**src/rtl/uart_program_loader.sv**
```systemverilog
// UART program loader: receives a framed program image over 8N1 serial and issues
// one-cycle word writes into instruction memory, holding the core in reset while busy.
module uart_program_loader #(
  parameter int unsigned CLK_FREQ  = 50_000_000,
  parameter int unsigned BAUD      = 115200,
  parameter logic [7:0]  SYNC_BYTE = 8'hA5
) (
  input  logic        clk,
  input  logic        rst,
  input  logic        rxd,
  output logic        we,
  output logic [31:0] waddr,
  output logic [31:0] wdata,
  output logic        busy,
  output logic        done,
  output logic        err
);

  localparam int unsigned CLKS_PER_BIT = CLK_FREQ / BAUD;
  localparam int unsigned HALF_BIT     = CLKS_PER_BIT / 2;
  localparam int unsigned CNT_W        = (CLKS_PER_BIT > 1) ? $clog2(CLKS_PER_BIT) : 1;

  typedef enum logic [1:0] {RX_IDLE, RX_START, RX_DATA, RX_STOP} rx_state_e;
  typedef enum logic [1:0] {L_IDLE, L_COUNT, L_DATA, L_CHECK} ld_state_e;

  logic             rxd_meta_q, rxd_sync_q, rxd_prev_q;
  rx_state_e        rx_state_q, rx_state_d;
  logic [CNT_W-1:0] bit_cnt_q, bit_cnt_d;
  logic [2:0]       bit_idx_q, bit_idx_d;
  logic [7:0]       shift_q, shift_d;
  logic [7:0]       rx_byte_q, rx_byte_d;
  logic             rx_valid_q, rx_valid_d;
  logic             rx_ferr_q, rx_ferr_d;

  ld_state_e        ld_state_q, ld_state_d;
  logic [8:0]       words_left_q, words_left_d;
  logic [1:0]       byte_idx_q, byte_idx_d;
  logic [31:0]      word_q, word_d;
  logic [7:0]       csum_q, csum_d;
  logic             we_q, we_d;
  logic [31:0]      waddr_q, waddr_d;
  logic [31:0]      wdata_q, wdata_d;
  logic             busy_q, busy_d;
  logic             done_q, done_d;
  logic             err_q, err_d;

  // Two-flop synchronizer plus a delayed copy for falling-edge detection
  always_ff @(posedge clk or negedge rst) begin
    if (!rst) begin
      rxd_meta_q <= 1'b1;
      rxd_sync_q <= 1'b1;
      rxd_prev_q <= 1'b1;
    end else begin
      rxd_meta_q <= rxd;
      rxd_sync_q <= rxd_meta_q;
      rxd_prev_q <= rxd_sync_q;
    end
  end

  always_ff @(posedge clk or negedge rst) begin
    if (!rst) begin
      rx_state_q <= RX_IDLE;
      bit_cnt_q  <= '0;
      bit_idx_q  <= '0;
      shift_q    <= '0;
      rx_byte_q  <= '0;
      rx_valid_q <= 1'b0;
      rx_ferr_q  <= 1'b0;
    end else begin
      rx_state_q <= rx_state_d;
      bit_cnt_q  <= bit_cnt_d;
      bit_idx_q  <= bit_idx_d;
      shift_q    <= shift_d;
      rx_byte_q  <= rx_byte_d;
      rx_valid_q <= rx_valid_d;
      rx_ferr_q  <= rx_ferr_d;
    end
  end

  // Receiver: mid-bit sampling, start-bit glitch rejection, stop-bit framing check
  always_comb begin
    rx_state_d = rx_state_q;
    bit_cnt_d  = bit_cnt_q;
    bit_idx_d  = bit_idx_q;
    shift_d    = shift_q;
    rx_byte_d  = rx_byte_q;
    rx_valid_d = 1'b0;
    rx_ferr_d  = 1'b0;
    unique case (rx_state_q)
      RX_IDLE: begin
        bit_cnt_d = '0;
        if (rxd_prev_q && !rxd_sync_q) rx_state_d = RX_START;
      end
      RX_START: begin
        if (bit_cnt_q == CNT_W'(HALF_BIT - 1)) begin
          bit_cnt_d  = '0;
          bit_idx_d  = '0;
          rx_state_d = rxd_sync_q ? RX_IDLE : RX_DATA;
        end else begin
          bit_cnt_d = bit_cnt_q + CNT_W'(1);
        end
      end
      RX_DATA: begin
        if (bit_cnt_q == CNT_W'(CLKS_PER_BIT - 1)) begin
          bit_cnt_d = '0;
          shift_d   = {rxd_sync_q, shift_q[7:1]};
          bit_idx_d = bit_idx_q + 3'd1;
          if (bit_idx_q == 3'd7) rx_state_d = RX_STOP;
        end else begin
          bit_cnt_d = bit_cnt_q + CNT_W'(1);
        end
      end
      RX_STOP: begin
        if (bit_cnt_q == CNT_W'(CLKS_PER_BIT - 1)) begin
          bit_cnt_d  = '0;
          rx_state_d = RX_IDLE;
          if (rxd_sync_q) begin
            rx_valid_d = 1'b1;
            rx_byte_d  = shift_q;
          end else begin
            rx_ferr_d = 1'b1;
          end
        end else begin
          bit_cnt_d = bit_cnt_q + CNT_W'(1);
        end
      end
      default: rx_state_d = RX_IDLE;
    endcase
  end

  always_ff @(posedge clk or negedge rst) begin
    if (!rst) begin
      ld_state_q   <= L_IDLE;
      words_left_q <= '0;
      byte_idx_q   <= '0;
      word_q       <= '0;
      csum_q       <= '0;
      we_q         <= 1'b0;
      waddr_q      <= '0;
      wdata_q      <= '0;
      busy_q       <= 1'b0;
      done_q       <= 1'b0;
      err_q        <= 1'b0;
    end else begin
      ld_state_q   <= ld_state_d;
      words_left_q <= words_left_d;
      byte_idx_q   <= byte_idx_d;
      word_q       <= word_d;
      csum_q       <= csum_d;
      we_q         <= we_d;
      waddr_q      <= waddr_d;
      wdata_q      <= wdata_d;
      busy_q       <= busy_d;
      done_q       <= done_d;
      err_q        <= err_d;
    end
  end

  // Frame loader: sync, word count, little-endian words, XOR checksum
  always_comb begin
    ld_state_d   = ld_state_q;
    words_left_d = words_left_q;
    byte_idx_d   = byte_idx_q;
    word_d       = word_q;
    csum_d       = csum_q;
    we_d         = 1'b0;
    waddr_d      = waddr_q;
    wdata_d      = wdata_q;
    busy_d       = busy_q;
    done_d       = done_q;
    err_d        = err_q;
    if (we_q) waddr_d = waddr_q + 32'd4;
    unique case (ld_state_q)
      L_IDLE: begin
        if (rx_valid_q && (rx_byte_q == SYNC_BYTE)) begin
          ld_state_d = L_COUNT;
          busy_d     = 1'b1;
          done_d     = 1'b0;
          err_d      = 1'b0;
          waddr_d    = '0;
          csum_d     = '0;
        end
      end
      L_COUNT: begin
        if (rx_valid_q) begin
          words_left_d = (rx_byte_q == 8'd0) ? 9'd256 : {1'b0, rx_byte_q};
          byte_idx_d   = '0;
          ld_state_d   = L_DATA;
        end
      end
      L_DATA: begin
        if (rx_valid_q) begin
          csum_d     = csum_q ^ rx_byte_q;
          word_d     = {rx_byte_q, word_q[31:8]};
          byte_idx_d = byte_idx_q + 2'd1;
          if (byte_idx_q == 2'd3) begin
            we_d         = 1'b1;
            wdata_d      = {rx_byte_q, word_q[31:8]};
            words_left_d = words_left_q - 9'd1;
            if (words_left_q == 9'd1) ld_state_d = L_CHECK;
          end
        end
      end
      L_CHECK: begin
        if (rx_valid_q) begin
          done_d     = (rx_byte_q == csum_q);
          err_d      = (rx_byte_q != csum_q);
          busy_d     = 1'b0;
          ld_state_d = L_IDLE;
        end
      end
      default: ld_state_d = L_IDLE;
    endcase
    // A framing error aborts any frame in progress; completed writes are kept
    if (rx_ferr_q && (ld_state_q != L_IDLE)) begin
      err_d      = 1'b1;
      busy_d     = 1'b0;
      ld_state_d = L_IDLE;
    end
  end

  assign we    = we_q;
  assign waddr = waddr_q;
  assign wdata = wdata_q;
  assign busy  = busy_q;
  assign done  = done_q;
  assign err   = err_q;

endmodule

```
**config.mk**
```make
export PLATFORM = sky130hd
export DESIGN_NAME = uart_program_loader
export DESIGN_NICKNAME = d
export VERILOG_FILES = /design/src/rtl/uart_program_loader.sv
export SDC_FILE = /design/constraint.sdc
export NUM_CORES = 1
export LEC_CHECK = 0
export CAP_MARGIN = 20
export CORE_MARGIN = 4
export CORE_UTILIZATION = 60
export DETAILED_ROUTE_END_ITERATION = 6
export GPL_TIMING_DRIVEN = 0
export PLACE_DENSITY = 0.8
export SKIP_LAST_GASP = 1
export SLEW_MARGIN = 20
export SYNTH_ARGS = -nofsm -noshare
export SYNTH_HDL_FRONTEND = slang
export SYNTH_SLANG_ARGS = --single-unit
```
**constraint.sdc**
```tcl
create_clock -name clk -period 4.27 [get_ports clk]
set_input_delay 0.854 -clock clk [delete_from_list [all_inputs] [get_ports clk]]
set_output_delay 0.854 -clock clk [all_outputs]
set_load 0.005 [all_outputs]
```
==> out/metrics.cfg <==
[cells_and_area]
drive_above_1_share_pct=17.8
fillers=688
nNetsFinal=696
area_growth_syn_to_layout_pct=22.3
stdcell_count=831
final_common_cell=dfrtp_1
layout_common_cells=143 x dfrtp_1, 73 x mux2_2, 67 x clkdlybuf4s50_1, 37 x nor2_1, 36 x o21ai_0
final_area_um2=8290
n_antenna_cell=0
final_util_pct=75.8

[placement]
place_area_um2=7670
globalplace.congestion=0.890
place_hpwl_mm=9.67
portBuffers=68
place_inst=801

[synthesis]
yosysTopAreaCell=dfrtp_1
ys_async_sr_fraction_pct=100
yosysWarnings=0
syn_area_per_cell_um2=11.5
synth_edf_count=0
synth-seq-area-share_pct=53.9
ys_ff_latch=146
synthTopCellsByArea=dfrtp_1 53%, mux2_2 12%, xor2_1 2.8%, o21ai_0 2.7%, ha_1 2.4%
syn_area_um2=6780
synthCells=591
synth-main-ff-cell=dfrtp_1
synth_top_area_share_pct=52.8
ys_types=57

[worst_setup_path]
path_buf_inv=3
cp_data_required_time_ns=4.57
startpoint_type=flop
rrSetupSlack_ns=1.93
crit_type=flop to flop
startpoint=ld_state_q[0]$_DFFE_PN0P_
cp_slowest_stage_delay_ns=0.54
path_delay_family=buffers and inverters
worstPathArrival_ns=2.64
crit_top_cell=clkbuf_1
timing.rr.start=ld_state_q[0]$_DFFE_PN0P_
worstSetupEndpointType=flop
path_max_fanout=10
cp_slowest_cell=clkbuf_1
cp_cell_sequence=inv_1 > ha_1 > clkbuf_1 > nand2_1 > clkbuf_1 > mux2_2

[power]
p_leak_nw=3.84
powerDensity_nw_per_um2=371
ir_drop_mv=0.292

[sta]
setup_viol=0
fmax_ghz=0.427
slew_headroom_pct=44.8
fin_tns_setup_ns=0
min_period_ns=2.34
rsz0062_at_grt=no
timing.hold.ws_ns=0.316
period_share_pct=54.8
drv_slew=0
hold_violations=0
tightest_slew_ns=0.806
skew_ns=0.00707

[run_status]
status=complete, no violations

[cts]
cts.hold.buffers_added=0
cts_resized=0
root_buffer=clkbuf_16
cts_tree=built
cts_buffers=17
clock_latency_ns=0.42
path_clk_slew_ns=0.06
post_cts_buffers=0
cts.sinks=146
ctsLongestPathBuffers=2
ctsHtreeMaxLevel=4

[detailed_routing]
via_count=5068
drtIter0Drc=436
wirelength_mm=14.7
postRouteAntennaNets=0
drt-pass1-iter-count=5
drc=0
dr_wl_met2_mm=7.17
top_layer=met4
routedWlPerCell_um=17.6
route.met3.wl_um=778
viasPerCell=6.10
wl_met1_mm=6.43

[floorplanning]
core.rowCount=38
initial_core_util_pct=62.0
die_height_um=114
io_pins=71
dieArea_um2=13100
core_area_um2=10900
fp.dieW_um=114

[hold_path]
hold_class=input pin to async pin

[global_route]
grt_overflow=0
grt_pass1_vias=5065
grt_pass1_wl_mm=24.8
grt_use_total_pct=23.9
grt_max_degree=106
antenna_found_initial=0

[job]
maxCapViolations=0

==> synthesized netlist by cell type, drive strengths merged (9+ instances only) <==
library cell and number:
nor3 9, clkbuf 20, nand2b 12, xor2 22
o31ai 9, buf 13, o21ai 39, or4 10
nand4 16, and3 9, nor2 38, inv 15
mux2 73, ha 13, nand3 22, dfrtp 143
a21oi 23, nand2 25, nor4 9
==> cell families (layout without fill, tap and decap cells) <==
logic type,count (synthesis),count (layout),share of synthesized area [%]
XOR/XNOR,29,29,3.75
multiplexers,81,81,13.3
other,1,2,0.0553
AO/OA/AOI/OAI,100,100,9.06
buffers and inverters,49,148,3.25
flip-flops,146,146,53.9
adder cells (fa/ha/maj),13,13,2.40
AND/OR/NAND/NOR,172,172,14.2
==> registers in the layout, summed over array words and instances, names as in the netlist, 2 cells and up <==
register / count
bit_cnt_q: 9
bit_idx_q: 3
byte_idx_q: 2
csum_q: 8
ld_state_q: 2
rx_byte_q: 8
rx_state_q: 2
shift_q: 8
waddr: 30
wdata: 32
word_q: 24
words_left_q: 9
==> final timing paths <==
path / end / cells past startpoint
max: word_q[28]$_DFFE_PN0P_ / 6
min: wdata[11]$_DFFE_PN0P_ / 1
max reg2reg: word_q[28]$_DFFE_PN0P_ / 6
min reg2reg: rxd_sync_q$_DFF_PN1_ / 0
max in group asynchronous: rxd_meta_q$_DFF_PN1_ / 2
min in group clk: rxd_sync_q$_DFF_PN1_ / 0
==> layer usage <==
| metal | global-route usage, % | up-vias |
|---|---|---|
| met5 | 0 | - |
| met4 | 8.63 | 0 |
| met3 | 5.66 | 34 |
| met2 | 39.4 | 186 |
| met1 | 31.0 | 2539 |
| li1 | - | 2309 |
==> stage by stage <==
stage / power [mW] / setup WS [ns]
floorplan: 1.50 / 2.40
global placement: 1.54 / -3.28
detailed placement: 1.55 / 1.95
CTS: 3.09 / 1.93
global route: 3.18 / 1.77
finish: 3.07 / 1.93
==> area by class of cell <==
type	instances	area [um^2]	area share (%)
Sequential cell	146	3660	44.1
Multi-Input combinational cell	397	2910	35.1
Timing Repair Buffer	69	713	8.60
Clock buffer	22	464	5.60
Tap cell	140	175	2.11
Buffer	33	160	1.93
Clock inverter	8	153	1.84
Inverter	16	60.1	0.725
==> power breakdown <==
part / internal [mW] / switching (mW)
Clock: 1.00 / 0.542
Sequential: 1.40 / 0.0265
Combinational: 0.0311 / 0.0665
Total: 2.44 / 0.635
==> worst reg2reg max path: cells and delay by family, from the launching register on <==
| family | cells | cell delay (ns) |
|---|---|---|
| DFF | 1 | 0.38 |
| adders and majority gates | 1 | 0.25 |
| buffers and inverters | 3 | 0.86 |
| muxes | 1 | 0.41 |
| and+or+nand+nor | 1 | 0.32 |
No activity file was read; power rests on OpenSTA's default activity.
